$ cat src/rtl/jk_ff_bank.sv
// Bank of WIDTH storage bits acting as JK, D, T or SR flip-flops under a shared MODE,
// with parallel load, sticky SR-illegal flags and a saturating count of state changes.
module jk_ff_bank #(
    parameter int               WIDTH   = 8,
    parameter int               CNT_W   = 16,
    parameter logic [WIDTH-1:0] RST_VAL = {WIDTH{1'b0}}
) (
    input  logic             CLK,
    input  logic             RST_N,
    input  logic             EN,
    input  logic [1:0]       MODE,
    input  logic [WIDTH-1:0] J,
    input  logic [WIDTH-1:0] K,
    input  logic             LOAD,
    input  logic [WIDTH-1:0] LOAD_VAL,
    input  logic             ERR_CLR,
    output logic [WIDTH-1:0] Q,
    output logic [WIDTH-1:0] Q_BAR,
    output logic             CHANGED,
    output logic [WIDTH-1:0] SR_ERR,
    output logic [CNT_W-1:0] CHG_CNT
);

    typedef enum logic [1:0] {
        MODE_JK = 2'b00,
        MODE_D  = 2'b01,
        MODE_T  = 2'b10,
        MODE_SR = 2'b11
    } mode_e;

    logic [WIDTH-1:0] q_r;
    logic [WIDTH-1:0] sr_err_r;
    logic             changed_r;
    logic [CNT_W-1:0] chg_cnt_r;

    logic [WIDTH-1:0] q_next_s;
    logic [WIDTH-1:0] err_set_s;
    logic [WIDTH-1:0] err_next_s;
    logic             q_diff_s;
    logic             cnt_sat_s;

    // Next-state selection: load beats enable, enable gates the mode-driven update.
    always_comb begin
        q_next_s  = q_r;
        err_set_s = {WIDTH{1'b0}};
        if (LOAD) begin
            q_next_s = LOAD_VAL;
        end else if (!EN) begin
            q_next_s = q_r;
        end else begin
            case (mode_e'(MODE))
                MODE_JK: q_next_s = (J & ~q_r) | (~K & q_r);
                MODE_D:  q_next_s = J;
                MODE_T:  q_next_s = q_r ^ J;
                // S=R=1 falls into the hold term and raises the per-bit error instead.
                MODE_SR: begin
                    q_next_s  = (J & ~K) | (q_r & ~(J ^ K));
                    err_set_s = J & K;
                end
                default: q_next_s = q_r;
            endcase
        end
        err_next_s = (ERR_CLR ? {WIDTH{1'b0}} : sr_err_r) | err_set_s;
        q_diff_s   = (q_next_s != q_r);
        cnt_sat_s  = &chg_cnt_r;
    end

    // State, change flag and saturating change counter, all under synchronous reset.
    always_ff @(posedge CLK) begin
        if (!RST_N) begin
            q_r       <= RST_VAL;
            sr_err_r  <= {WIDTH{1'b0}};
            changed_r <= 1'b0;
            chg_cnt_r <= {CNT_W{1'b0}};
        end else begin
            q_r       <= q_next_s;
            sr_err_r  <= err_next_s;
            changed_r <= q_diff_s;
            if (q_diff_s && !cnt_sat_s) begin
                chg_cnt_r <= chg_cnt_r + {{(CNT_W-1){1'b0}}, 1'b1};
            end else begin
                chg_cnt_r <= chg_cnt_r;
            end
        end
    end

    assign Q       = q_r;
    assign Q_BAR   = ~q_r;
    assign CHANGED = changed_r;
    assign SR_ERR  = sr_err_r;
    assign CHG_CNT = chg_cnt_r;

endmodule
$ cat config.mk
export PLATFORM = sky130hd
export DESIGN_NAME = jk_ff_bank
export DESIGN_NICKNAME = d
export VERILOG_FILES = /design/src/rtl/jk_ff_bank.sv
export SDC_FILE = /design/constraint.sdc
export NUM_CORES = 1
export LEC_CHECK = 0
export BUFFER_PORTS_ARGS = -buffer_cell sky130_fd_sc_hd__buf_2
export CELL_PAD_IN_SITES_DETAIL_PLACEMENT = 0
export CELL_PAD_IN_SITES_GLOBAL_PLACEMENT = 1
export CORE_ASPECT_RATIO = 1.25
export CORE_MARGIN = 2
export CORE_UTILIZATION = 39
export CTS_BUF_LIST = sky130_fd_sc_hd__clkbuf_2
export DETAILED_ROUTE_END_ITERATION = 10
export GPL_TIMING_DRIVEN = 0
export MAX_ROUTING_LAYER = met4
export PLACE_DENSITY = 0.92
export SYNTH_ARGS = -nofsm -noshare
export SYNTH_HDL_FRONTEND = slang
export SYNTH_SLANG_ARGS = --single-unit
$ cat constraint.sdc
create_clock -name CLK -period 2.6 [get_ports CLK]
set_input_delay 0.52 -clock CLK [delete_from_list [all_inputs] [get_ports CLK]]
set_output_delay 0.52 -clock CLK [all_outputs]
set_load 0.005 [all_outputs]
==> reports/qor.csv <==
metric;value;unit
Final WS setup;0.263;ns
ratio of cells with drive above 1 in the final layout;23.7;%
CP startpoint kind;flip-flop;
first-pass GRT wire length;12.3;mm
Resize count post-CTS;0;
placed insts;497;
critical path class;flip-flop to flip-flop;
Critical path origin;Q[5];
post-synth top area cell;dfxtp_1;
Die ar.;7510;sq um
Total GRT Usage;21.1;%
mapped cell area;2660;sq um
root buf cell;clkbuf_2;
Die Y;96.4;um
post-synthesis register bit count;33;
core area;6610;sq um
main combinational cell family by area after synthesis;simple AND/OR/NAND/NOR gates;
Worst-path clk slew;0.19;ns
Synth area leaders;dfxtp_1, ha_1, mux2i_1;
pin count of the biggest net entering global routing;11;
post-layout instance area;3160;sq um
Placed Area;3120;sq um
Max-slew headroom;62.5;%
syn avg cell area;7.81;sq um
worst r2r src;Q[5];
final WL;7.70;mm
routed vias;2800;
Pwr Total;1.16;mW
FFs w/ async S/R, synth;0;%
worst r2r dst;CHG_CNT[8];
register area share after synthesis;24.8;%
htree depth;2;
Routed wire per std cell;15.3;um
Simple-Gate Fraction of Synth Area;25.3;%
nets;465;
vias in the first global route;2568;
syn_nets;389;
Crit path required time;2.91;ns
Primary FF master, synth;dfxtp_1;
Layout Utilization;47.8;%
antenna violations before repair;0;
clock skew;0.0223;ns
xor and xnor fraction of the mapped netlist area;3.62;%
most common cell in the netlist;dfxtp_1;
latest clock arrival within the worst-skew pair;0.38;ns
Detail Placement HPWL;5.91;mm
clk sinks;33;
Setup Viol. Count Final;0;
Ant. Diodes;0;
number of port buffers;69;
adder-cell share of the synthesized area;7.99;%
synthesized instance count;341;
floorplan row count;33;
First-pass DRT Iterations;4;
Period minus WS final;2.34;ns
crit path to;CHG_CNT[8];
gr ovfl total;0;
RSZ-0062 raised after global routing;false;
status;finished clean;
final non-filler cell total;505;
clock tree from TritonCTS;built;
worst reg2reg setup slack;0.26;ns
gpl congestion;0.969;
Leakage Power;1.49;nW
Synth Warn #;0;
Final Hold Viols;0;
highest fanout seen on the critical path;10;
fillcell total;722;
Hold Path Class;primary input to flip-flop;
arrival time of the worst setup path;2.65;ns
Synth Area in Compound Gates;22.9;%
pre-CTS setup slack;-0.0488;ns
initial core utilization;40.3;%
DR iter-0 viols;91;
worst slew pin tran;0.561;ns
Commonest cells post-synth;dfxtp_1, a21oi_1, nor2_1, nand2_1, mux2i_1;
Worst R2R Path Depth;10;
Crit. End Element;flip-flop;
ANT nets after route;0;
Max Transition Viols Final;0;
DR vias/cell;5.54;
residual DRC count;0;
Final Cycle Share;89.9;%
synth unique cells;60;
Num CTS Buffers;5;
top cell type's share of synthesized area;24.8;%
hold-fix buffers at CTS;0;
Layout area overhead;18.6;%
# IOs;72;
Max-Cap Viols;0;
Max clock buf depth;2;
multiplexer share of the synthesized area;8.83;%
Post-synth EDFFs;0;
DIE WIDTH;77.9;um
fmax;428;MHz
PD cells;367;nW/um^2
worst vdd ir;0.207;mV
Setup Buffers After CTS;0;
final cells by class:
class	count	area, sq um	share of cell area [%]
buffer	18	95.1	3.01
sequential	33	661	20.9
clock buffer	6	30.0	0.951
tap	87	109	3.45
multi-input combinational	269	1830	57.9
clock inverter	2	10.0	0.317
timing repair buffer	69	345	10.9
inverter	21	78.8	2.50
worst min-delay path by stage:
| stage | startpoint | end | slack (ns) | cells after the start |
|---|---|---|---|---|
| floorplan | CHG_CNT[9] | CHG_CNT[9] | 0.47 | 2 |
| global placement | CHG_CNT[9] | CHG_CNT[9] | 0.46 | 2 |
| detailed placement | CHG_CNT[11] | CHG_CNT[11] | 0.48 | 2 |
| CTS | LOAD_VAL[7] | Q[7] | 0.38 | 3 |
| global route | LOAD_VAL[7] | Q[7] | 0.39 | 3 |
| finish | LOAD_VAL[1] | Q[1] | 0.39 | 3 |
logic make-up (layout without fill, tap and decap cells):
logic type      Yosys count  in the layout
compound gates           90             90
fa+ha+maj                17             17
flops                    33             33
mux                      22             22
simple gates            129            129
xor+xnor                 11             11
buf+inv                  39            116
per-stage QoR:
| stage | TNS [ns] | hold WS (ns) |
|---|---|---|
| finish | 0 | 0.387 |
| global placement | 0 | 0.461 |
| detailed placement | -0.103 | 0.477 |
| CTS | 0 | 0.378 |
| global route | 0 | 0.388 |
| floorplan | 0 | 0.470 |
cells in the final DEF (no fill, tap or decap), drive strengths merged, types with 4 or more instances in the layout:
master  Yosys  final
buf        10     79
dfxtp      33     33
a21oi      33     33
nor2       31     31
nand2      29     29
inv        21     21
mux2i      19     19
nand2b     17     17
ha         17     17
clkbuf      8     14
o21ai      12     12
nor2b      10     10
nand4      10     10
nand3       9      9
xnor2       8      8
o211ai      7      7
and3        7      7
a211oi      5      5
nand3b      4      4
state kept, by name (all words and copies together), names as in the netlist:
register and cells:
CHG_CNT 16, CHANGED 1, Q 8, SR_ERR 8
layer usage:
layer,global-route usage [%],wire length [um],vias up,part of all wire [%]
met2,37.1,3740,103,49
li1,-,-,1378,-
met4,6.43,140,0,1.8
met1,25.4,3460,1305,45
met3,2.60,366,14,4.8
met5,-,0,-,0
critical path, stage by stage (launching register included):
cell and delay [ns]:
dfxtp_1 0.37, buf_2 0.20, inv_2 0.07, o311ai_1 0.38, a21oi_1 0.08, o221ai_1 0.22
o21ai_2 0.16, a21oi_4 0.31, buf_6 0.19, nand4_2 0.11, mux2i_1 0.19
report_power, final:
part           internal (mW)  switching, mW
clock                 0.0676          0.181
sequential             0.525         0.0245
combinational          0.153          0.207
total                  0.746          0.412
Note: power is estimated with default switching activity, not from simulation.
